### config.mk
export PLATFORM = sky130hd
export DESIGN_NAME = lt_measure_ctrl_flat
export DESIGN_NICKNAME = d
export VERILOG_FILES = /design/src/rtl/lt_measure_ctrl_pkg.sv /design/src/rtl/lt_measure_ctrl_if.sv /design/src/rtl/lt_measure_ctrl_sensor_filter.sv /design/src/rtl/lt_measure_ctrl.sv /design/src/flat_wrapper.sv
export SDC_FILE = /design/constraint.sdc
export NUM_CORES = 1
export LEC_CHECK = 0
export ABC_AREA = 1
export CORE_MARGIN = 1.5
export CORE_UTILIZATION = 50
export DETAILED_ROUTE_END_ITERATION = 16
export GPL_ROUTABILITY_DRIVEN = 0
export HOLD_SLACK_MARGIN = 0.1
export PLACE_DENSITY_LB_ADDON = 0.2
export SETUP_SLACK_MARGIN = 0.05
export SLEW_MARGIN = 20
export SYNTH_ARGS = -nofsm -noshare
export SYNTH_HDL_FRONTEND = slang
export SYNTH_SLANG_ARGS = --single-unit
### constraint.sdc
create_clock -name clk27 -period 1.85 [get_ports clk27]
set_input_delay 0.2775 -clock clk27 [delete_from_list [all_inputs] [get_ports clk27]]
set_output_delay 0.2775 -clock clk27 [all_outputs]
set_load 0.01 [all_outputs]
### src/rtl/lt_measure_ctrl_pkg.sv
// Shared definitions for the latency-tester measurement controller:
// FSM state codes, flash position codes and the error result value.
package lt_measure_ctrl_pkg;

  typedef enum logic [1:0] {
    LT_ST_IDLE  = 2'd0,
    LT_ST_ARM   = 2'd1,
    LT_ST_FLASH = 2'd2,
    LT_ST_HOLD  = 2'd3
  } lt_state_t;

  localparam logic [1:0] LT_POS_TOPLEFT     = 2'd0;
  localparam logic [1:0] LT_POS_CENTER      = 2'd1;
  localparam logic [1:0] LT_POS_BOTTOMRIGHT = 2'd2;
  localparam logic [1:0] LT_POS_FULLSCREEN  = 2'd3;

  // Reported in result_us whenever a measurement times out
  localparam logic [15:0] LT_RESULT_ERR = 16'hFFFF;

endpackage

### src/rtl/lt_measure_ctrl_if.sv
// Control/result bundle between the host side and the measurement controller.
interface lt_measure_ctrl_if;
  logic        start;
  logic        abort;
  logic [1:0]  mode_in;
  logic        lt_active;
  logic [1:0]  lt_mode;
  logic        busy;
  logic [15:0] result_us;
  logic        result_valid;
  logic        timeout;

  modport master (
    output start, abort, mode_in,
    input  lt_active, lt_mode, busy, result_us, result_valid, timeout
  );

  modport slave (
    input  start, abort, mode_in,
    output lt_active, lt_mode, busy, result_us, result_valid, timeout
  );
endinterface

### src/rtl/lt_measure_ctrl_sensor_filter.sv
// Photodiode input path: 2-flop synchronizer followed by a run-length glitch
// filter that only accepts a new level after FILT_LEN consecutive samples.
module lt_sensor_filter #(
  parameter int FILT_LEN = 16
) (
  input  logic clk27,
  input  logic reset_n,
  input  logic sensor_n,
  output logic sens_lit
);

  localparam int CW = (FILT_LEN > 1) ? $clog2(FILT_LEN) : 1;

  logic          sync1;
  logic          sync2;
  logic [CW-1:0] run_cnt;
  logic          sample_lit;

  assign sample_lit = ~sync2;

  // Any sample that agrees with the current level breaks the run
  always_ff @(posedge clk27 or negedge reset_n) begin
    if (!reset_n) begin
      sync1    <= 1'b1;
      sync2    <= 1'b1;
      run_cnt  <= '0;
      sens_lit <= 1'b0;
    end else begin
      sync1 <= sensor_n;
      sync2 <= sync1;
      if (sample_lit == sens_lit) begin
        run_cnt <= '0;
      end else if (run_cnt == CW'(FILT_LEN - 1)) begin
        sens_lit <= sample_lit;
        run_cnt  <= '0;
      end else begin
        run_cnt <= run_cnt + 1'b1;
      end
    end
  end

endmodule

### src/rtl/lt_measure_ctrl.sv
// Latency-tester controller: aligns the flash to vsync, times flash-to-light
// in microseconds and reports the result or a timeout.
module lt_measure_ctrl
  import lt_measure_ctrl_pkg::*;
#(
  parameter int          PRESCALE    = 27,
  parameter int          FILT_LEN    = 16,
  parameter logic [15:0] TIMEOUT_US  = 16'd50000,
  parameter logic [7:0]  ARM_FRAMES  = 8'd60,
  parameter logic [7:0]  HOLD_FRAMES = 8'd4
) (
  input  logic             clk27,
  input  logic             reset_n,
  input  logic             vsync_in,
  input  logic             sensor_n,
  lt_measure_ctrl_if.slave ctl
);

  localparam int PW = (PRESCALE > 1) ? $clog2(PRESCALE) : 1;

  lt_state_t   state, state_nx;
  logic        vs_prev, vs_fall, sens_lit;
  logic [PW-1:0] pre_q, pre_nx;
  logic [15:0] us_q, us_nx, result_q, result_nx;
  logic [7:0]  frame_q, frame_nx;
  logic [1:0]  mode_q, mode_nx;
  logic        valid_q, valid_nx, timeout_q, timeout_nx;
  logic        active_q, busy_q;

  lt_sensor_filter #(.FILT_LEN(FILT_LEN)) u_filter (
    .clk27    (clk27),
    .reset_n  (reset_n),
    .sensor_n (sensor_n),
    .sens_lit (sens_lit)
  );

  assign vs_fall = vs_prev & ~vsync_in;

  // frame_q counts lit frames in ARM and elapsed frames in HOLD
  always_comb begin
    state_nx   = state;
    pre_nx     = pre_q;
    us_nx      = us_q;
    frame_nx   = frame_q;
    mode_nx    = mode_q;
    result_nx  = result_q;
    valid_nx   = valid_q;
    timeout_nx = timeout_q;
    if (ctl.abort) begin
      state_nx = LT_ST_IDLE;
    end else begin
      case (state)
        LT_ST_IDLE: if (ctl.start) begin
          mode_nx    = ctl.mode_in;
          valid_nx   = 1'b0;
          timeout_nx = 1'b0;
          frame_nx   = '0;
          state_nx   = LT_ST_ARM;
        end
        LT_ST_ARM: if (vs_fall) begin
          if (!sens_lit) begin
            pre_nx   = '0;
            us_nx    = '0;
            state_nx = LT_ST_FLASH;
          end else if (frame_q == ARM_FRAMES - 8'd1) begin
            timeout_nx = 1'b1;
            result_nx  = LT_RESULT_ERR;
            frame_nx   = '0;
            state_nx   = LT_ST_HOLD;
          end else begin
            frame_nx = frame_q + 8'd1;
          end
        end
        LT_ST_FLASH: begin
          if (pre_q == PW'(PRESCALE - 1)) begin
            pre_nx = '0;
            if (us_q != 16'hFFFF) us_nx = us_q + 16'd1;
          end else begin
            pre_nx = pre_q + 1'b1;
          end
          // Light detection wins over a timeout landing in the same cycle
          if (sens_lit) begin
            result_nx = us_q;
            valid_nx  = 1'b1;
            frame_nx  = '0;
            state_nx  = LT_ST_HOLD;
          end else if (us_q == TIMEOUT_US) begin
            timeout_nx = 1'b1;
            result_nx  = LT_RESULT_ERR;
            frame_nx   = '0;
            state_nx   = LT_ST_HOLD;
          end
        end
        LT_ST_HOLD: if (vs_fall) begin
          if (frame_q == HOLD_FRAMES - 8'd1) state_nx = LT_ST_IDLE;
          else frame_nx = frame_q + 8'd1;
        end
        default: state_nx = LT_ST_IDLE;
      endcase
    end
  end

  always_ff @(posedge clk27 or negedge reset_n) begin
    if (!reset_n) begin
      state     <= LT_ST_IDLE;
      vs_prev   <= 1'b1;
      pre_q     <= '0;
      us_q      <= '0;
      frame_q   <= '0;
      mode_q    <= '0;
      result_q  <= '0;
      valid_q   <= 1'b0;
      timeout_q <= 1'b0;
      active_q  <= 1'b0;
      busy_q    <= 1'b0;
    end else begin
      state     <= state_nx;
      vs_prev   <= vsync_in;
      pre_q     <= pre_nx;
      us_q      <= us_nx;
      frame_q   <= frame_nx;
      mode_q    <= mode_nx;
      result_q  <= result_nx;
      valid_q   <= valid_nx;
      timeout_q <= timeout_nx;
      active_q  <= (state_nx == LT_ST_FLASH);
      busy_q    <= (state_nx != LT_ST_IDLE);
    end
  end

  assign ctl.lt_active    = active_q;
  assign ctl.lt_mode      = mode_q;
  assign ctl.busy         = busy_q;
  assign ctl.result_us    = result_q;
  assign ctl.result_valid = valid_q;
  assign ctl.timeout      = timeout_q;

endmodule

### src/flat_wrapper.sv
// flat-port wrapper written by rule: the top's interface ports become plain ports
module lt_measure_ctrl_flat import lt_measure_ctrl_pkg::*;
#(
  parameter int          PRESCALE    = 27,
  parameter int          FILT_LEN    = 16,
  parameter logic [15:0] TIMEOUT_US  = 16'd50000,
  parameter logic [7:0]  ARM_FRAMES  = 8'd60,
  parameter logic [7:0]  HOLD_FRAMES = 8'd4
)
  (clk27, reset_n, vsync_in, sensor_n, ctl_start, ctl_abort, ctl_mode_in, ctl_lt_active, ctl_lt_mode, ctl_busy, ctl_result_us, ctl_result_valid, ctl_timeout);
  lt_measure_ctrl_if ctl_i ();
  input  logic clk27;
  input  logic reset_n;
  input  logic vsync_in;
  input  logic sensor_n;
  input wire logic [$bits(ctl_i.start)-1:0] ctl_start;
  input wire logic [$bits(ctl_i.abort)-1:0] ctl_abort;
  input wire logic [$bits(ctl_i.mode_in)-1:0] ctl_mode_in;
  output wire logic [$bits(ctl_i.lt_active)-1:0] ctl_lt_active;
  output wire logic [$bits(ctl_i.lt_mode)-1:0] ctl_lt_mode;
  output wire logic [$bits(ctl_i.busy)-1:0] ctl_busy;
  output wire logic [$bits(ctl_i.result_us)-1:0] ctl_result_us;
  output wire logic [$bits(ctl_i.result_valid)-1:0] ctl_result_valid;
  output wire logic [$bits(ctl_i.timeout)-1:0] ctl_timeout;
  assign ctl_i.start = ctl_start;
  assign ctl_i.abort = ctl_abort;
  assign ctl_i.mode_in = ctl_mode_in;
  assign ctl_lt_active = ctl_i.lt_active;
  assign ctl_lt_mode = ctl_i.lt_mode;
  assign ctl_busy = ctl_i.busy;
  assign ctl_result_us = ctl_i.result_us;
  assign ctl_result_valid = ctl_i.result_valid;
  assign ctl_timeout = ctl_i.timeout;
  lt_measure_ctrl #(.PRESCALE(PRESCALE), .FILT_LEN(FILT_LEN), .TIMEOUT_US(TIMEOUT_US), .ARM_FRAMES(ARM_FRAMES), .HOLD_FRAMES(HOLD_FRAMES)) u_core (.clk27(clk27), .reset_n(reset_n), .vsync_in(vsync_in), .sensor_n(sensor_n), .ctl(ctl_i));
endmodule
# == Word level (Yosys, flattened, before mapping) ==
# Index checks and enable logic that the tools add are counted.
# W data, S select, Z words.
# word_totals
regBits,61
in_bits,8
word_cells,106
# classes
add_sub_neg,4
n_eq_ne,24
n_mux,45
n_bitwise,5
n_reduce_logical,13
# op_table
op,count
$mux W16,9
$mux W8,8
$pmux W16 S2,2
$pmux W8 S4,1
$mux W2,9
$add A16 B1 Y16 const B,1
$eq A16 B16 Y1 const B,1
$ne A16 B16 Y1 const B,1
$mux W5,3
$ne A2 B1 Y1 const B,6
$ne A2 B2 Y1 const B,6
$reduce_and A6 Y1,2
$pmux W5 S2,1
$add A8 B1 Y8 const B,1
$eq A8 B2 Y1 const B,1
$eq A8 B6 Y1 const B,1
$mux W4,2
$pmux W2 S4,1
$reduce_and A4 Y1,2
$reduce_and A8 Y1,1
$mux W1,7
$reduce_and A7 Y1,1
$eq A2 B2 Y1 const B,3
$reduce_bool A2 Y1,3
15 further kinds,18

# == Logic depth before layout (Yosys ltp) ==
# Gate-level depths: netlist (run 1).
# logic_depth
depth_word,7
depth_mapped,13
mapped_depth_nobuf,13

# == Modules after synthesis ==
# A second synthesis (run 1) with hierarchy kept.
# unflattened
hier_cells,477
area_unflattened_um2,3578.4
# by_module_without_submodules
mod,instances,cells_per_inst,area_per_inst_um2
lt_measure_ctrl,1,449,3300.7
lt_sensor_filter,1,28,277.8

# == Worst setup path before layout (run 1) ==
# No wires, ideal clock.
# synth_timing
path_type,register to register
start,register u_core.state[1]
end,register u_core.us_q[10]
arrival_time_ps,1621
required_time_ps,1732
slack_ps,111
stages_incl_launch_ff,13
n_path_buf,3
period_less_slack_ps,1739
path_cell_list,dfrtp_1 > inv_1 > ha_1 > buf_6 > o21ai_2 > nor2_4 > inv_2 > nor2_4 > nand2_2 > buf_6 > buf_8 > nand2_2 > o21ai_2
# synth_via
elab_chain_cells,3
# synth_rtl
item,line_no,rtl
from (decl),lt_measure_ctrl.sv:21,"lt_state_t state, state_nx;"
from (signal assigned),lt_measure_ctrl.sv:117,state <= state_nx;
$eq A2 B2 Y1 or $eq A2 B1 Y1 (tied branches),lt_measure_ctrl.sv:52,case (state)
$ne A2 B1 Y1 (no line) (tied with other cells),--,
$reduce_and A6 Y1 (no line),--,
to (signal assigned),lt_measure_ctrl.sv:120,us_q <= us_nx;
to (decl),lt_measure_ctrl.sv:24,"logic [15:0] us_q, us_nx, result_q, result_nx;"
# Several ways; a longest one is shown, not always the timed one.
# A chain may end at the register's enable or synchronous reset.

# == Worst setup path in the final report (run 1) ==
# layout_timing
start,register u_core.us_q[1]
end,register u_core.result_q[15] (netlist: u_core.ctl.result_us[15])
# layout_via
elab_chain_cells,3
# layout_rtl
item,line_no,rtl
$eq A16 B16 Y1,lt_measure_ctrl.sv:87,end else if (us_q == TIMEOUT_US) begin
$ne A3 B2 Y1 (no line),--,
$reduce_and A6 Y1 (no line),--,
to (signal assigned),lt_measure_ctrl.sv:123,result_q <= result_nx;
to (decl),lt_measure_ctrl.sv:24,
# No other way between the ends.

==> results of run 1 <==
placed cells by master, fill, tap and decap left out, drive strengths merged, types with 2 or more instances in the layout:
cell,synthesis,routed
a21oi,9,9
a31o,2,2
buf,10,29
bufinv,0,4
clkbuf,2,14
clkdlybuf4s50,0,28
dfrtp,58,58
dfstp,3,3
ha,10,10
inv,51,51
mux2,2,2
nand2,112,112
nand3,40,40
nand4,8,8
nor2,56,56
nor3,14,14
o21ai,51,51
xor2,10,10
final timing paths:
path / start / endpoint / slack (ns)
max: u_core.us_q[1] / u_core.ctl.result_us[15] / 0.07
min in group asynchronous: reset_n / u_core.frame_q[3] / 0.45
min reg2reg: u_core.u_filter.sync1 / u_core.u_filter.sync2 / 0.36
max in group asynchronous: reset_n / u_core.us_q[9] / 0.71
min: sensor_n / u_core.u_filter.sync1 / 0.35
max reg2reg: u_core.us_q[1] / u_core.ctl.result_us[15] / 0.07
through the flow:
step | std cells | TNS, ns | util | cell area [um^2]
after floorplan | 445 | 0 | - | 3480
after global placement | 563 | 0 | 0.588 | 3970
after detailed placement | 563 | -0.201 | 0.588 | 3970
after CTS | 580 | 0 | 0.631 | 4260
after global routing | 589 | -0.136 | 0.672 | 4540
final | 589 | 0 | 0.672 | 4540
flip-flops by register name, indices dropped and copies added (netlist names), 2 cells and up:
name                     cells
u_core.ctl.lt_mode           2
u_core.state                 2
u_core.frame_q               8
u_core.us_q                 16
u_core.pre_q                 5
u_core.u_filter.run_cnt      4
u_core.ctl.result_us        16
synth_stat cells (all sizes together) (3+ instances only):
library cell  number
nand2            112
nand3             40
o21ai             51
a21oi              9
dfrtp             58
buf               10
xor2              10
ha                10
nand4              8
inv               51
nor2              56
dfstp              3
nor3              14
power groups by stage:
stage               clock, mW  combinational [mW]  sequential (mW)
detailed placement          0                2.02             1.90
floorplan                   0                1.05             1.98
CTS                      1.60                2.05             1.88
global placement            0                1.96             1.90
global route             1.66                2.71             1.98
finish                   1.59                2.47             1.94
what timing repair did:
item	4_1_cts	5_1_grt
setup endpoints to repair	9	45
resized for setup	5	50
hold endpoints to repair	18	0
hold buffers	1	0
pin swaps	0	5
cloned	0	3
buffers inserted	0	6
metal layers:
metal,up-vias,track usage,routed length [um]
li1,1565,-,-
met1,1490,0.313,3730
met2,106,0.360,4000
met3,17,0.0352,412
met4,0,0.0689,133
met5,-,0,0
logic make-up after synthesis:
group	synth area share
AND/OR/NAND/NOR	0.295
AO/OA/AOI/OAI	0.115
buffers and inverters	0.0805
flip-flops	0.439
XOR/XNOR	0.0277
adder cells (fa/ha/maj)	0.0359
multiplexers	0.00647
cell type report:
| cell class | count | area (um^2) | share of cell area |
|---|---|---|---|
| multi-input cells | 321 | 1850 | 0.406 |
| flip-flops and latches | 61 | 1540 | 0.338 |
| repair buffers | 60 | 597 | 0.131 |
| inverters | 51 | 199 | 0.0438 |
| clock buffers | 12 | 145 | 0.0320 |
| clock inverters | 4 | 120 | 0.0264 |
| well taps | 80 | 100 | 0.0220 |
==> qor.json, run 1 <==
{
  "global_routing": {
    "grt-ovfl-total": 0,
    "grt_first_pass_wirelength_um": 13300,
    "global_route.usage.total": 0.224,
    "antenna_found_initial": 0,
    "maximum_number_of_pins_on_one_net_before_global_route_repair": 33,
    "first_global_vias": 2861
  },
  "route": {
    "firstDrtPassIters": 5,
    "detail_route.vias_per_cell": 5.40,
    "postRouteAntennaNets": 0,
    "routed_wirelength_um": 8270,
    "route.vias.total": 3178,
    "first_iter_violations": 196,
    "route.detailed.wl_per_inst_um": 14.0,
    "drc": 0
  },
  "timing": {
    "final.setup.worst_slack_ns": 0.0717,
    "period_needed_ns": 1.78,
    "clock_tree_skew_after_final_layout_ns": 0.00952,
    "timing_hold_violations_final": 0,
    "worst_hold_slack_ns": 0.347,
    "grt_setup_unrepaired": "true",
    "final_min_period_over_clock_period": 0.961,
    "fmax_mhz": 562,
    "worstMarginPinSlew_ns": 0.537,
    "worst_slew_margin_rel": 0.642,
    "finalSetupViolCount": 0,
    "final-max-slew-violation-count": 0
  },
  "synthesis": {
    "synthesis.nets": 463,
    "post-synth-top-area-fraction": 0.417,
    "syn_inst": 445,
    "synth_sequential_area_ratio": 0.439,
    "synth.avg_cell_area_um2": 7.82,
    "synth_enable_flop_cells": 0,
    "synth.largest_area_cell": "sky130_fd_sc_hd__dfrtp_1",
    "synth.lib_cells_used.distinct": 33,
    "synth_top_flop_cell": "sky130_fd_sc_hd__dfrtp_1",
    "area_contributors_post_synth": "sky130_fd_sc_hd__dfrtp_1 42%, sky130_fd_sc_hd__nand2_1 11%, sky130_fd_sc_hd__nor2_1 5.6%",
    "yosysWarnings": 0,
    "yosys_register_bits": 61,
    "synth.cell_area_mm2": 0.00348,
    "async_reset_ff_frac": 1.00
  },
  "final_layout": {
    "n_antenna_cell": 0,
    "drive_above_1_share": 0.248,
    "final_net_count": 522,
    "layout-area-overhead-vs-synth_pct": 30.4,
    "fill_cells": 542
  },
  "critical_path": {
    "worstSetupStartpointType": "register",
    "critical_path.n_buffers_inverters": 3,
    "critical-path-slowest-cell": "sky130_fd_sc_hd__dfrtp_2",
    "crit_path_max_incr_delay_ns": 0.43,
    "worst_ep_required_time_ns": 2.07,
    "crit_path_end_kind": "register",
    "critical_path.cell_chain": "inv_2, ha_4, inv_2, nor2_2, nand2_1, nor2_2, nand2_2, nand3_4, nand3_4, clkbuf_16, nand2_2, o21ai_2",
    "critical_path_cell_count": 12,
    "worst_r2r_path_depth": 12,
    "worst_path_dominant_cell_family": "simple AND/OR/NAND/NOR gates",
    "worst-setup-path-type": "register to register",
    "critical_path.max_fanout": 8,
    "data_arrival_at_the_endpoint_of_the_critical_path_ns": 2.00
  },
  "clocking": {
    "tritoncts_clock_tree": "yes",
    "clkLatencyLatePin_ns": 0.33,
    "clkSinkCount": 61,
    "clock_tree.root_cell": "sky130_fd_sc_hd__clkbuf_8",
    "clkSlewWorstSetupHoldPaths_ns": 0.07,
    "cts-root-to-sink-buffers": 2,
    "htree_num_levels": 3,
    "tritoncts.num_buffers": 9
  },
  "floorplan": {
    "initial_utilization": 0.515,
    "floorplan.core_area_mm2": 0.00676,
    "die_width_um": 86.5,
    "number_of_placement_rows": 30,
    "top_level_ports": 30,
    "die_area_mm2": 0.00747,
    "die_y_um": 86.5
  },
  "power_and_ir_drop": {
    "p_sw_mw": 2.03,
    "power_density_mw_per_mm2": 1320,
    "power.ir.vdd_worst_uv": 681,
    "leak_pwr_nw": 2.08,
    "register_share_of_total_power": 0.324,
    "p_int_mw": 3.97,
    "pwr-share-clk": 0.265,
    "finalPower_mw": 6.00,
    "combinationalPowerShare": 0.412,
    "power.switching_fraction": 0.338
  },
  "outcome": {
    "status": "finished, final reports clean"
  },
  "placed_design": {
    "numPortBuffers": 29,
    "pre_cts_ws_ns": -0.0513,
    "detailedPlacementHpwl_um": 5590
  },
  "hold_path": {
    "worstHoldPathType": "input port to register",
    "hold_path_depth": 1
  },
  "run": {
    "max_cap_violations": 0
  }
}
(Power assumes the default switching activity.)
==> run 2: changes to the inputs <==
--- a/config.mk
+++ b/config.mk
@@ -8,12 +8,15 @@
 export ABC_AREA = 1
 export CORE_MARGIN = 1.5
 export CORE_UTILIZATION = 50
+export CTS_CLUSTER_DIAMETER = 60
 export DETAILED_ROUTE_END_ITERATION = 16
 export GPL_ROUTABILITY_DRIVEN = 0
+export GPL_TIMING_DRIVEN = 0
 export HOLD_SLACK_MARGIN = 0.1
 export PLACE_DENSITY_LB_ADDON = 0.2
 export SETUP_SLACK_MARGIN = 0.05
 export SLEW_MARGIN = 20
 export SYNTH_ARGS = -nofsm -noshare
 export SYNTH_HDL_FRONTEND = slang
+export SYNTH_HIERARCHICAL = 1
 export SYNTH_SLANG_ARGS = --single-unit
==> qor.json, run 2 <==
{
  "synthesis": {
    "synth.cell_area": {"value": 0.00358, "unit": "mm^2", "change": "+2.8%"},
    "synth.lib_cells_used.distinct": {"value": 39, "change": "+18%"},
    "synth.largest_area_cell": "sky130_fd_sc_hd__dfrtp_1",
    "yosys_register_bits": {"value": 61, "change": "unchanged"},
    "async_reset_ff_frac": {"value": 1.00, "change": "unchanged"},
    "synth_enable_flop_cells": {"value": 0, "change": "unchanged"},
    "synthesis.nets": {"value": 496, "change": "+7.1%"},
    "yosysWarnings": {"value": 6, "change": "+6"},
    "post_synth_most_frequent_cells": "139 x sky130_fd_sc_hd__nand2_1, 58 x sky130_fd_sc_hd__dfrtp_1, 50 x sky130_fd_sc_hd__inv_1, 50 x sky130_fd_sc_hd__nand3_1, 36 x sky130_fd_sc_hd__nor2_1",
    "syn_inst": {"value": 477, "change": "+7.2%"},
    "most_instantiated_library_cell_after_synthesis": "sky130_fd_sc_hd__nand2_1",
    "synth_top_flop_cell": "sky130_fd_sc_hd__dfrtp_1",
    "area_contributors_post_synth": "sky130_fd_sc_hd__dfrtp_1 41%, sky130_fd_sc_hd__nand2_1 15%, sky130_fd_sc_hd__nand3_1 7.0%",
    "synth_sequential_area_ratio": {"value": 0.428, "change": "-0.0118"},
    "post-synth-top-area-fraction": {"value": 0.406, "change": "-0.0112"},
    "synth.avg_cell_area": {"value": 7.50, "unit": "um^2", "change": "-4.1%"}
  },
  "timing": {
    "setup_tns": {"value": 0, "unit": "ns", "change": "unchanged"},
    "finalSetupViolCount": {"value": 0, "change": "unchanged"},
    "fmax": {"value": 559, "unit": "MHz", "change": "-0.62%"},
    "grt_setup_unrepaired": "true",
    "timing_hold_violations_final": {"value": 0, "change": "unchanged"},
    "final.setup.worst_slack": {"value": 0.0605, "unit": "ns", "change": "-0.0112 ns"},
    "period_needed": {"value": 1.79, "unit": "ns", "change": "+0.0112 ns"},
    "final_min_period_over_clock_period": {"value": 0.967, "change": "+0.00603"},
    "clock_tree_skew_after_final_layout": {"value": 0.00728, "unit": "ns", "change": "-0.00224 ns"},
    "worstMarginPinSlew": {"value": 0.481, "unit": "ns", "change": "-0.0560 ns"},
    "final-max-slew-violation-count": {"value": 0, "change": "unchanged"},
    "worst_hold_slack": {"value": 0.344, "unit": "ns", "change": "-0.00296 ns"},
    "worst_slew_margin_rel": {"value": 0.677, "change": "+0.0349"}
  },
  "run": {
    "max_cap_violations": {"value": 0, "change": "unchanged"}
  },
  "route": {
    "postRouteAntennaNets": {"value": 0, "change": "unchanged"},
    "route.vias.total": {"value": 3294, "change": "+3.7%"},
    "detail_route.vias_per_cell": {"value": 5.16, "change": "-4.3%"},
    "drc": {"value": 0, "change": "unchanged"},
    "firstDrtPassIters": {"value": 7, "change": "+2"},
    "route.detailed.wl_per_inst": {"value": 13.3, "unit": "um", "change": "-5.1%"},
    "routed_wirelength": {"value": 8510, "unit": "um", "change": "+2.8%"},
    "first_iter_violations": {"value": 192, "change": "-2.0%"}
  },
  "floorplan": {
    "die_area": {"value": 0.00767, "unit": "mm^2", "change": "+2.7%"},
    "floorplan.core_area": {"value": 0.00687, "unit": "mm^2", "change": "+1.7%"},
    "initial_utilization": {"value": 0.521, "change": "+0.00558"},
    "die_y": {"value": 87.6, "unit": "um", "change": "+1.3%"},
    "number_of_placement_rows": {"value": 30, "change": "unchanged"},
    "die_width": {"value": 87.6, "unit": "um", "change": "+1.3%"},
    "top_level_ports": {"value": 30, "change": "unchanged"}
  },
  "critical_path": {
    "ff_to_ff_start": "u_core/state[0]",
    "cp-startpoint": "u_core/state[0]",
    "worstSetupStartpointType": "register",
    "critical_path.max_fanout": {"value": 8, "change": "unchanged"},
    "crit_path_end_kind": "register",
    "data_arrival_at_the_endpoint_of_the_critical_path": {"value": 2.03, "unit": "ns", "change": "+0.03 ns"},
    "worst_ep_required_time": {"value": 2.09, "unit": "ns", "change": "+0.02 ns"},
    "worst-setup-path-type": "register to register"
  },
  "placed_design": {
    "detailed_place.area": {"value": 0.00401, "unit": "mm^2", "change": "+0.82%"},
    "detailedPlacementHpwl": {"value": 5970, "unit": "um", "change": "+6.7%"},
    "numPortBuffers": {"value": 29, "change": "unchanged"},
    "post-place-cells": {"value": 603, "change": "+7.1%"},
    "pre_cts_ws": {"value": -0.281, "unit": "ns", "change": "-0.230 ns"}
  },
  "hold_path": {
    "worstHoldPathType": "input port to asynchronous set/reset pin"
  },
  "clocking": {
    "clkLatencyLatePin": {"value": 0.34, "unit": "ns", "change": "about the same"},
    "clkSlewWorstSetupHoldPaths": {"value": 0.07, "unit": "ns", "change": "about the same"},
    "clkSinkCount": {"value": 61, "change": "unchanged"},
    "htree_num_levels": {"value": 3, "change": "unchanged"},
    "tritoncts_clock_tree": "yes",
    "tritoncts.num_buffers": {"value": 9, "change": "unchanged"},
    "cts-root-to-sink-buffers": {"value": 2, "change": "unchanged"},
    "clock_tree.root_cell": "sky130_fd_sc_hd__clkbuf_8"
  },
  "global_routing": {
    "first_global_vias": {"value": 2962, "change": "+3.5%"},
    "grt-ovfl-total": {"value": 0, "change": "unchanged"},
    "maximum_number_of_pins_on_one_net_before_global_route_repair": {"value": 45, "change": "+36%"},
    "grt_first_pass_wirelength": {"value": 13700, "unit": "um", "change": "+3.1%"},
    "global_route.usage.total": {"value": 0.231, "change": "+0.00694"},
    "antenna_found_initial": {"value": 0, "change": "unchanged"}
  },
  "power_and_ir_drop": {
    "finalPower": {"value": 5.80, "unit": "mW", "change": "-3.3%"},
    "leak_pwr": {"value": 2.10, "unit": "nW", "change": "+0.97%"},
    "power.ir.vdd_worst": {"value": 635, "unit": "uV", "change": "-6.7%"},
    "power_density": {"value": 1280, "unit": "mW/mm^2", "change": "-3.0%"}
  },
  "final_layout": {
    "stdcell_area": {"value": 0.00453, "unit": "mm^2", "change": "-0.25%"},
    "final_net_count": {"value": 556, "change": "+6.5%"},
    "sequential_cell_area": {"value": 0.00153, "unit": "mm^2", "change": "-0.24%"},
    "drive_above_1_share": {"value": 0.190, "change": "-0.0575"},
    "n_antenna_cell": {"value": 0, "change": "unchanged"},
    "layout-area-overhead-vs-synth_pct": 26.6,
    "multi_input_comb_area": {"value": 0.00183, "unit": "mm^2", "change": "-0.95%"},
    "instances_no_fill": {"value": 638, "change": "+8.3%"},
    "fill_cells": {"value": 585, "change": "+7.9%"},
    "final_core_utilization": {"value": 0.660, "change": "-0.0127"},
    "layout_commonest_cell": "sky130_fd_sc_hd__nand2_1",
    "most-common-layout-cells": "137 x sky130_fd_sc_hd__nand2_1, 57 x sky130_fd_sc_hd__dfrtp_1, 49 x sky130_fd_sc_hd__nand3_1"
  },
  "outcome": {
    "status": "finished, final reports clean"
  }
}
## run 2: timing repair
action / 4_1_cts / 5_1_grt
pin swaps: 0 / 8
hold buffers: 1 / 0
setup endpoints to repair: 42 / 39
buffers inserted: 7 / 11
hold endpoints to repair: 17 / 0
gates resized for setup: 15 / 29
gates cloned: 0 / 1
## run 2: cell families (layout without fill, tap and decap cells)
family | Yosys count | in the layout | synth area share
adder cells (fa/ha/maj) | 11 | 11 | 0.0385
AO/OA/AOI/OAI | 45 | 45 | 0.0671
buffers and inverters | 72 | 137 | 0.0881
AND/OR/NAND/NOR | 279 | 279 | 0.355
XOR/XNOR | 7 | 7 | 0.0171
multiplexers | 2 | 2 | 0.00629
flip-flops | 61 | 61 | 0.428
## run 2: layer usage
metal	vias up	wire, um	track usage	part of all wire
met5	-	0	0	0
met4	0	108	0.0794	0.013
met3	9	362	0.0537	0.043
met2	95	4060	0.369	0.48
met1	1528	3980	0.310	0.47
li1	1662	-	-	-
## run 2: critical path, stage by stage, from the launching register on
cell and delay (ns):
sky130_fd_sc_hd__dfrtp_2 0.43, sky130_fd_sc_hd__ha_1 0.22, sky130_fd_sc_hd__buf_6 0.15, sky130_fd_sc_hd__inv_4 0.08
sky130_fd_sc_hd__nor2_2 0.05, sky130_fd_sc_hd__nor2_1 0.13, sky130_fd_sc_hd__nand2_2 0.09, sky130_fd_sc_hd__inv_2 0.10
sky130_fd_sc_hd__buf_12 0.11, sky130_fd_sc_hd__nand2_8 0.06, sky130_fd_sc_hd__clkbuf_16 0.17, sky130_fd_sc_hd__nand2_4 0.05
sky130_fd_sc_hd__nand2_1 0.04
## run 2: path summary, 6_finish.rpt
path                                                 end  slack, ns  depth (start not counted)
worst min register to register     u_core/u_filter/sync2       0.37                          0
min in group clk27                 u_core/u_filter/sync1       0.35                          1
worst min-delay path                   u_core/frame_q[6]       0.34                          2
max in group asynchronous          u_core/u_filter/sync2       0.95                          3
worst max-delay path            u_core/ctl.result_us[11]       0.06                         12
worst max register to register  u_core/ctl.result_us[11]       0.06                         12
## run 2: final cells by class
type	instances	share of cell area
repair buffers	50	0.108
clock buffers	11	0.0334
inverters	59	0.0500
well taps	96	0.0265
plain buffers	12	0.0273
multi-input cells	344	0.403
flip-flops and latches	61	0.338
clock inverters	5	0.0130
## run 2: power breakdown
part | total, mW | switching, mW | internal, mW | leakage [nW]
registers | 1.92 | 0.245 | 1.67 | 0.788
clock network | 1.25 | 0.551 | 0.695 | 0.102
logic | 2.64 | 1.36 | 1.28 | 1.22
total | 5.80 | 2.15 | 3.65 | 2.10
